## src/rtl/pio_input_responder_pkg.sv

```systemverilog
// Shared constants for the pushbutton/switch input responder: register map and field offsets.
package pio_input_pkg;

   localparam logic [1:0] ADDR_DATA = 2'd0;
   localparam logic [1:0] ADDR_MASK = 2'd1;
   localparam logic [1:0] ADDR_EDGE = 2'd2;
   localparam logic [1:0] ADDR_ID   = 2'd3;

   localparam int SW_LSB = 8;

   // 1 ms at 50 MHz
   localparam int DEFAULT_DEBOUNCE_CYCLES = 50000;

endpackage

```

## src/rtl/pio_input_responder_if.sv

```systemverilog
// Avalon-MM slave bus seen by the input responder; no waitrequest, read latency 1.
interface pio_input_responder_if;

   logic [1:0]  avs_address;
   logic        avs_read;
   logic        avs_write;
   logic [31:0] avs_writedata;
   logic [31:0] avs_readdata;

   modport master (
      output avs_address, avs_read, avs_write, avs_writedata,
      input  avs_readdata
   );

   modport slave (
      input  avs_address, avs_read, avs_write, avs_writedata,
      output avs_readdata
   );

endinterface

```

## src/rtl/pio_input_responder_debounce.sv

```systemverilog
// One-bit 2-flop synchronizer plus debounce: a new level is accepted after
// DEBOUNCE_CYCLES consecutive synced samples that disagree with the current output.
module input_debounce
   import pio_input_pkg::*;
#(
   parameter int   DEBOUNCE_CYCLES = DEFAULT_DEBOUNCE_CYCLES,
   parameter logic RESET_VAL       = 1'b0
) (
   input  logic clk,
   input  logic rst_n,
   input  logic raw,
   output logic debounced
);

   localparam int             CW      = $clog2(DEBOUNCE_CYCLES);
   localparam logic [CW-1:0] CNT_MAX = CW'(DEBOUNCE_CYCLES - 1);

   logic          meta;
   logic          synced;
   logic [CW-1:0] cnt;

   always_ff @(posedge clk or negedge rst_n) begin
      if (!rst_n) begin
         meta      <= RESET_VAL;
         synced    <= RESET_VAL;
         cnt       <= '0;
         debounced <= RESET_VAL;
      end else begin
         meta   <= raw;
         synced <= meta;
         // Any agreement (including a bounce back) restarts the stability count.
         if (synced == debounced) begin
            cnt <= '0;
         end else if (cnt == CNT_MAX) begin
            debounced <= synced;
            cnt       <= '0;
         end else begin
            cnt <= cnt + 1'b1;
         end
      end
   end

endmodule

```

## src/rtl/pio_input_responder.sv

```systemverilog
// Avalon-MM input peripheral: debounced buttons/switches, sticky press capture
// with write-1-to-clear, and a registered maskable level IRQ.
module pio_input_responder
   import pio_input_pkg::*;
#(
   parameter int          NUM_BUTTONS     = 4,
   parameter int          NUM_SWITCHES    = 10,
   parameter int          DEBOUNCE_CYCLES = DEFAULT_DEBOUNCE_CYCLES,
   parameter logic [15:0] ID_VALUE        = 16'hB5A1
) (
   input  logic                    clk_clk,
   input  logic                    reset_reset_n,
   input  logic [NUM_BUTTONS-1:0]  buttons_n,
   input  logic [NUM_SWITCHES-1:0] switches,
   pio_input_responder_if.slave    avs,
   output logic                    irq
);

   logic [NUM_BUTTONS-1:0]  btn_deb_n;
   logic [NUM_BUTTONS-1:0]  pressed;
   logic [NUM_BUTTONS-1:0]  pressed_q;
   logic [NUM_SWITCHES-1:0] sw_deb;
   logic [NUM_BUTTONS-1:0]  edge_cap;
   logic [NUM_BUTTONS-1:0]  irq_mask;
   logic [NUM_BUTTONS-1:0]  edge_clr;
   logic [31:0]             rd_mux;
   logic [31:0]             readdata;
   logic                    wr_mask;
   logic                    wr_edge;
   logic                    wdata_unused;

   // Buttons are debounced in their raw active-low form so reset lands on "released".
   for (genvar i = 0; i < NUM_BUTTONS; i++) begin : g_btn
      input_debounce #(.DEBOUNCE_CYCLES(DEBOUNCE_CYCLES), .RESET_VAL(1'b1)) u_deb (
         .clk       (clk_clk),
         .rst_n     (reset_reset_n),
         .raw       (buttons_n[i]),
         .debounced (btn_deb_n[i])
      );
   end

   for (genvar i = 0; i < NUM_SWITCHES; i++) begin : g_sw
      input_debounce #(.DEBOUNCE_CYCLES(DEBOUNCE_CYCLES), .RESET_VAL(1'b0)) u_deb (
         .clk       (clk_clk),
         .rst_n     (reset_reset_n),
         .raw       (switches[i]),
         .debounced (sw_deb[i])
      );
   end

   assign pressed      = ~btn_deb_n;
   assign wr_mask      = avs.avs_write && (avs.avs_address == ADDR_MASK);
   assign wr_edge      = avs.avs_write && (avs.avs_address == ADDR_EDGE);
   assign edge_clr     = wr_edge ? avs.avs_writedata[NUM_BUTTONS-1:0] : '0;
   assign wdata_unused = ^avs.avs_writedata[31:NUM_BUTTONS];

   always_comb begin
      rd_mux = '0;
      case (avs.avs_address)
         ADDR_DATA: begin
            rd_mux[NUM_BUTTONS-1:0]        = pressed;
            rd_mux[SW_LSB +: NUM_SWITCHES] = sw_deb;
         end
         ADDR_MASK: rd_mux[NUM_BUTTONS-1:0] = irq_mask;
         ADDR_EDGE: rd_mux[NUM_BUTTONS-1:0] = edge_cap;
         default:   rd_mux = {8'(NUM_SWITCHES), 8'(NUM_BUTTONS), ID_VALUE};
      endcase
   end

   always_ff @(posedge clk_clk or negedge reset_reset_n) begin
      if (!reset_reset_n) begin
         pressed_q <= '0;
         edge_cap  <= '0;
         irq_mask  <= '0;
         readdata  <= '0;
         irq       <= 1'b0;
      end else begin
         pressed_q <= pressed;
         if (wr_mask) begin
            irq_mask <= avs.avs_writedata[NUM_BUTTONS-1:0];
         end
         // A press edge in the same cycle as its W1C keeps the bit set.
         edge_cap <= (edge_cap & ~edge_clr) | (pressed & ~pressed_q);
         irq      <= |(edge_cap & irq_mask);
         if (avs.avs_read) begin
            readdata <= rd_mux;
         end
      end
   end

   assign avs.avs_readdata = readdata;

endmodule
```

## src/flat_wrapper.sv

```systemverilog
// flat-port wrapper written by rule: the top's interface ports become plain ports
module pio_input_responder_flat import pio_input_pkg::*;
#(
   parameter int          NUM_BUTTONS     = 4,
   parameter int          NUM_SWITCHES    = 10,
   parameter int          DEBOUNCE_CYCLES = DEFAULT_DEBOUNCE_CYCLES,
   parameter logic [15:0] ID_VALUE        = 16'hB5A1
)
  (clk_clk, reset_reset_n, buttons_n, switches, irq, avs_avs_address, avs_avs_read, avs_avs_write, avs_avs_writedata, avs_avs_readdata);
  pio_input_responder_if avs_i ();
  input  logic clk_clk;
  input  logic reset_reset_n;
  input  logic [NUM_BUTTONS-1:0] buttons_n;
  input  logic [NUM_SWITCHES-1:0] switches;
  output logic irq;
  input wire logic [$bits(avs_i.avs_address)-1:0] avs_avs_address;
  input wire logic [$bits(avs_i.avs_read)-1:0] avs_avs_read;
  input wire logic [$bits(avs_i.avs_write)-1:0] avs_avs_write;
  input wire logic [$bits(avs_i.avs_writedata)-1:0] avs_avs_writedata;
  output wire logic [$bits(avs_i.avs_readdata)-1:0] avs_avs_readdata;
  assign avs_i.avs_address = avs_avs_address;
  assign avs_i.avs_read = avs_avs_read;
  assign avs_i.avs_write = avs_avs_write;
  assign avs_i.avs_writedata = avs_avs_writedata;
  assign avs_avs_readdata = avs_i.avs_readdata;
  pio_input_responder #(.NUM_BUTTONS(NUM_BUTTONS), .NUM_SWITCHES(NUM_SWITCHES), .DEBOUNCE_CYCLES(DEBOUNCE_CYCLES), .ID_VALUE(ID_VALUE)) u_core (.clk_clk(clk_clk), .reset_reset_n(reset_reset_n), .buttons_n(buttons_n), .switches(switches), .avs(avs_i), .irq(irq));
endmodule
```

## config.mk

```make
export PLATFORM = sky130hd
export DESIGN_NAME = pio_input_responder_flat
export DESIGN_NICKNAME = d
export VERILOG_FILES = /design/src/rtl/pio_input_responder_pkg.sv /design/src/rtl/pio_input_responder_if.sv /design/src/rtl/pio_input_responder_debounce.sv /design/src/rtl/pio_input_responder.sv /design/src/flat_wrapper.sv
export SDC_FILE = /design/constraint.sdc
export NUM_CORES = 1
export LEC_CHECK = 0
export CAP_MARGIN = 20
export CORE_ASPECT_RATIO = 0.6
export CORE_MARGIN = 2
export CORE_UTILIZATION = 55
export DETAILED_ROUTE_END_ITERATION = 8
export PLACE_DENSITY = 0.84
export SKIP_CTS_REPAIR_TIMING = 1
export SYNTH_ARGS = -nofsm -noshare
export SYNTH_HDL_FRONTEND = slang
export SYNTH_HIERARCHICAL = 1
export SYNTH_SLANG_ARGS = --single-unit
```

## constraint.sdc

```tcl
create_clock -name clk_clk -period 2.69 [get_ports clk_clk]
set_input_delay 0.4035 -clock clk_clk [delete_from_list [all_inputs] [get_ports clk_clk]]
set_output_delay 0.4035 -clock clk_clk [all_outputs]
set_load 0.01 [all_outputs]
```

== Word level (Yosys, flattened, before mapping) ==
Cells that the tools add are included.
W data, S select, Z words.
Word-level totals
  latch bits: 0
  memory bits (read-only): 0
  memories kept: 0
  RAM bits: 0
  input port bits: 52
  flip-flop bits (word level): 311
  output and inout bits: 33
Operators by class
  shift-type cells: 0
  $mul: 0
  divide/modulo/power cells: 0
  order comparisons: 0
  bitwise operators: 21
  reduce and logical (&&, ||, !) cells: 20
  add/sub/neg operators: 14
  eq/ne operators: 30
  muxes and demuxes: 33
Operator list (number)
  $mux W16: 28
  $add A16 B1 Y16 const B: 14
  $eq A16 B16 Y1 const B: 14
  $reduce_and A2 Y1: 14
  $pmux W10 S2: 1
  $eq A1 B1 Y1: 14
  $not A1 Y1: 14
  $and A4 B4 Y4: 3
  $not A4 Y4: 3
  $pmux W4 S3: 1
  $mux W10: 1
  $mux W4: 2
  $or A4 B4 Y4: 1
  $reduce_or A4 Y1: 1
  $reduce_or A3 Y1: 1
  $eq A2 B1 Y1 const B: 1
  $eq A2 B2 Y1 const B: 1
  $logic_and A1 B1 Y1: 2
  $logic_not A2 Y1: 1
  $reduce_or A2 Y1: 1

== Logic depth before layout (Yosys ltp) ==
  depth in word-level cells: 6
  depth in mapped cells: 6
  mapped depth without buffers: 5

== Modules after synthesis ==
Netlist, hierarchy kept.
By module, submodules not included
  input_debounce (u_core.g_sw[0].u_deb ...): instances 10, area an instance 895.9 um2, cells an instance 84
  input_debounce (u_core.g_btn[0].u_deb ...): instances 4, area an instance 899.6 um2, cells an instance 84
  pio_input_responder: instances 1, area an instance 1340.0 um2, cells an instance 128

== Worst setup path before layout ==
Ideal clock, no wire load.
  kind: reg-to-reg
  start point: register u_core.g_sw[0].u_deb.cnt[10]
  end point: register u_core.g_sw[0].u_deb.debounced
  data arrival time: 1.770 ns
  cell stages (with the launch flop): 4
  buffers on the path: 0
  library setup time: 0.125 ns
  setup slack: 0.795 ns
  data required time: 2.565 ns
  period minus slack after synthesis: 1.895 ns
  path through: dfrtp_1 or4b_1 or4_4 mux2_4
On the way
  cells in the longest elaborated chain, start to end: 2
Ends and longest elaborated chain
  start, declared: RTL line pio_input_responder_debounce.sv:20  | logic [CW-1:0] cnt;
  start signal, assigned: RTL line pio_input_responder_debounce.sv:38  | cnt <= cnt + 1'b1;
  $eq A16 B16 Y1: RTL line pio_input_responder_debounce.sv:34  | end else if (cnt == CNT_MAX) begin
  $reduce_and A2 Y1 (no source line)
  end signal, assigned: RTL line pio_input_responder_debounce.sv:35  | debounced <= synced;
  end, declared: RTL line pio_input_responder_debounce.sv:12  | output logic debounced
No other way between the ends.
A chain may end at the register's enable or synchronous reset.

== Worst setup path after layout ==
  start point: register u_core.g_sw[5].u_deb.cnt[10]
  end point: register u_core.g_sw[5].u_deb.debounced
On the way
  cells in the longest elaborated chain, start to end: 2
Ends and longest elaborated chain (RTL line)
  start, declared: pio_input_responder_debounce.sv:20
  start signal, assigned: pio_input_responder_debounce.sv:38
  $eq A16 B16 Y1: pio_input_responder_debounce.sv:34
  $reduce_and A2 Y1 (no source line)
  end signal, assigned: pio_input_responder_debounce.sv:35
  end, declared: pio_input_responder_debounce.sv:12
No other way between the ends.

==> flow_summary.yaml <==
placement:
  dp_slack_ns: 0.4770
  dpl.hpwl_um: 17580
  routabilityCongestion: 0.8192
  port_buffers: 43
cts:
  cts.sinks: 294
  h-tree-depth: 1
  clk_latency_ns: 0.54
  cts_made_buffers: 27
  clkTransAtPathRegs_ns: 0.06
  cts_tree: "yes"
  root_buffer: "clkbuf_16"
  cts_max_path_buffers: 3
die:
  die_w_um: 209.2
  top_level_ports: 85
  initial_utilization_pct: 55.47
  dieArea_sq_um: 26600
  rows: 45
  die_h_um: 127.1
  core-area_sq_um: 25060
synth:
  synthCells: 1304
  yosysSeqAreaShare_pct: 53.05
  synth.cell_area_sq_um: 13900
  ys_warn_count: 6
  synth_cell_types: 33
  ys_ff_latch: 294
  avgSynthCellArea_sq_um: 10.66
grt:
  grt_max_degree: 82
  grt_pass1_wl_um: 45550
  grt_usage_pct: 20.45
  antenna_found_initial: 0
  grt-ovfl-total: 0
  grt_pass1_vias: 9332
pwr:
  pwr-share-seq_pct: 53.8
  ir_drop_uv: 375.9
  p_leak_nw: 6.154
  p_sw_share_pct: 23.02
  p_sw_mw: 1.986
  combPwrFrac_pct: 5.2
  power.density_nw_per_um2: 561.9
  pwr-share-clk_pct: 41.0
  p_int_mw: 6.641
worst_setup_path:
  rrSetupSlack_ns: 0.68
  slowest_stage: "or4_4"
  r2r_cells: 3
  end_kind: "flop"
  cpLargestDelayFamily: "simple AND/OR/NAND/NOR gates"
  setup.worst_path.class: "flop to flop"
  r2r-start: "u_core/g_sw[5].u_deb/cnt[10]"
  critical_path_arrival_ns: 2.43
  cp_cell_sequence: "or4b_1 > or4_4 > mux2_4"
  crit_required_ns: 3.11
  cp-start-kind: "flop"
  cp.buffers_inverters: 0
  worst_path_largest_cell_delay_ns: 0.60
  reg2reg_to: "u_core/g_sw[5].u_deb/debounced"
  path_max_fanout: 4
route:
  routedWlPerCell_um: 15.21
  num_vias: 9537
  drt-total-wl_um: 26010
  drc: 0
  drt_iter0_drc: 794
  first_pass_iters: 6
  via_per_inst: 5.577
  antenna_left: 0
sta:
  hold_violations: 0
  setup_viol: 0
  period_needed_ns: 2.006
  rsz0062_at_grt: "no"
  worstMarginPinSlew_ns: 0.7022
  setup_slack_ns: 0.6837
  fin_worst_skew_ns: 0.01384
  maxSlewViolCount: 0
  max_slew_margin_pct: 53.18
  timing.final.crit_share_pct: 74.58
  setup_tns_ns: 0
  fmax_ghz: 0.4984
final_layout:
  n_fill_cell: 1975
  layout-drive-gt1-share_pct: 9.776
  diodes: 0
  nNetsFinal: 1432
  syn2layout_area_growth_pct: 10.48
min_path:
  min_path_cells: 1
  hp-class: "input pin to flop"
  min-delay-start: "buttons_n[3]"
  hold_end: "u_core/g_btn[3].u_deb/meta"
run:
  cap_violations: 0
status:
  run_status: "finished, final reports clean"
routing by layer:
layer  global-route usage (%)  part of all wire, %
met1                    30.45                   49
met2                    31.12                   44
met3                    3.392                  4.5
met4                    5.966                  2.7
met5                        0                    0
cells in the mapped netlist, drive strengths merged:
cell | n | area [sq um]
xnor2 | 140 | 1226
buf | 36 | 325.3
nand2 | 76 | 392.9
conb | 1 | 3.750
or4 | 14 | 157.7
and4 | 14 | 122.6
nor2 | 245 | 922.1
mux2 | 19 | 281.5
and3 | 14 | 105.1
or4b | 14 | 140.1
nand2b | 1 | 6.260
o21ai | 9 | 45.04
dfstp | 12 | 315.3
xor2 | 70 | 613.1
a22oi | 3 | 22.52
nor3 | 56 | 280.3
ha | 19 | 237.7
nand4 | 70 | 437.9
inv | 42 | 157.7
a21oi | 12 | 60.06
a222oi | 3 | 30.03
nor4 | 42 | 262.8
nand4bb | 14 | 157.7
o22ai | 3 | 18.77
dfrtp | 282 | 7057
nand3 | 79 | 395.4
or3b | 14 | 122.6
through the flow:
step,power [mW],hold slack [ns],cell area [sq um],util (%),std cells
floorplan,4.949,0.1079,13940,-,1316
global placement,5.150,0.3348,14550,58.07,1660
detailed placement,5.170,0.3364,14550,58.07,1660
CTS,8.736,-0.1543,15340,61.24,1709
global route,8.980,0.2623,15350,61.28,1710
finish,8.627,0.2753,15350,61.28,1710
cells by family (layout without fill, tap and decap cells):
| logic type | Yosys count | count (layout) | synth area share [%] |
|---|---|---|---|
| compound gates | 30 | 30 | 1.269 |
| xor+xnor | 210 | 210 | 13.23 |
| fa+ha+maj | 19 | 19 | 1.711 |
| buf+inv | 78 | 143 | 3.475 |
| flops | 294 | 294 | 53.05 |
| mux | 19 | 19 | 2.026 |
| other cells | 1 | 13 | 0.02698 |
| simple gates | 653 | 653 | 25.21 |
sequential cells by signal, summed over array words and instances, names as in the netlist, 10 cells and up:
| register | cells |
|---|---|
| u_core/g_sw.u_deb/cnt | 160 |
| u_core/g_btn.u_deb/cnt | 64 |
| u_core/avs.avs_readdata | 15 |
| u_core/g_sw.u_deb/debounced | 10 |
| u_core/g_sw.u_deb/meta | 10 |
| u_core/g_sw.u_deb/synced | 10 |
area by class of cell:
| class | instances | area (sq um) | share of cell area [%] |
|---|---|---|---|
| multi-input cells | 944 | 6087 | 39.65 |
| well taps | 329 | 411.6 | 2.681 |
| inverters | 42 | 157.7 | 1.027 |
| flip-flops and latches | 294 | 7372 | 48.02 |
| clock buffers | 41 | 748.2 | 4.873 |
| clock inverters | 8 | 46.29 | 0.3015 |
| repair buffers | 52 | 530.5 | 3.455 |
power by group through the flow:
stage / combinational, mW / sequential, mW / clock [mW]
after floorplan: 0.248 / 4.70 / 0
after CTS: 0.458 / 4.64 / 3.64
after global routing: 0.504 / 4.65 / 3.82
after global placement: 0.439 / 4.71 / 0
final: 0.451 / 4.64 / 3.54
after detailed placement: 0.452 / 4.72 / 0
cell usage in the layout, fill, tap and decap left out, drive strengths merged, types with 19 or more instances in the layout:
| cell | n |
|---|---|
| dfrtp | 282 |
| nor2 | 245 |
| nand3 | 79 |
| xnor2 | 140 |
| nand2 | 76 |
| nand4 | 70 |
| xor2 | 70 |
| clkbuf | 41 |
| ha | 19 |
| nor4 | 42 |
| clkdlybuf4s50 | 42 |
| mux2 | 19 |
| inv | 43 |
| nor3 | 56 |
worst register-to-register path, stage by stage (launching register included):
cell and delay, ns:
dfrtp_1 0.41, or4b_1 0.57, or4_4 0.60, mux2_4 0.32
how the worst max path moves through the flow:
stage | start | end | depth (start not counted)
2_1_floorplan | u_core/g_sw[0].u_deb/cnt[10] | u_core/g_sw[0].u_deb/debounced | 3
3_3_place_gp | avs_avs_address[0] | u_core/avs.avs_readdata[12] | 6
3_5_place_dp | avs_avs_address[0] | u_core/avs.avs_readdata[8] | 6
4_1_cts | u_core/g_sw[5].u_deb/cnt[10] | u_core/g_sw[5].u_deb/debounced | 3
5_1_grt | u_core/g_sw[5].u_deb/cnt[12] | u_core/g_sw[5].u_deb/cnt[8] | 4
6_report | u_core/g_sw[5].u_deb/cnt[10] | u_core/g_sw[5].u_deb/debounced | 3
Power figures use the tool's default switching activity.
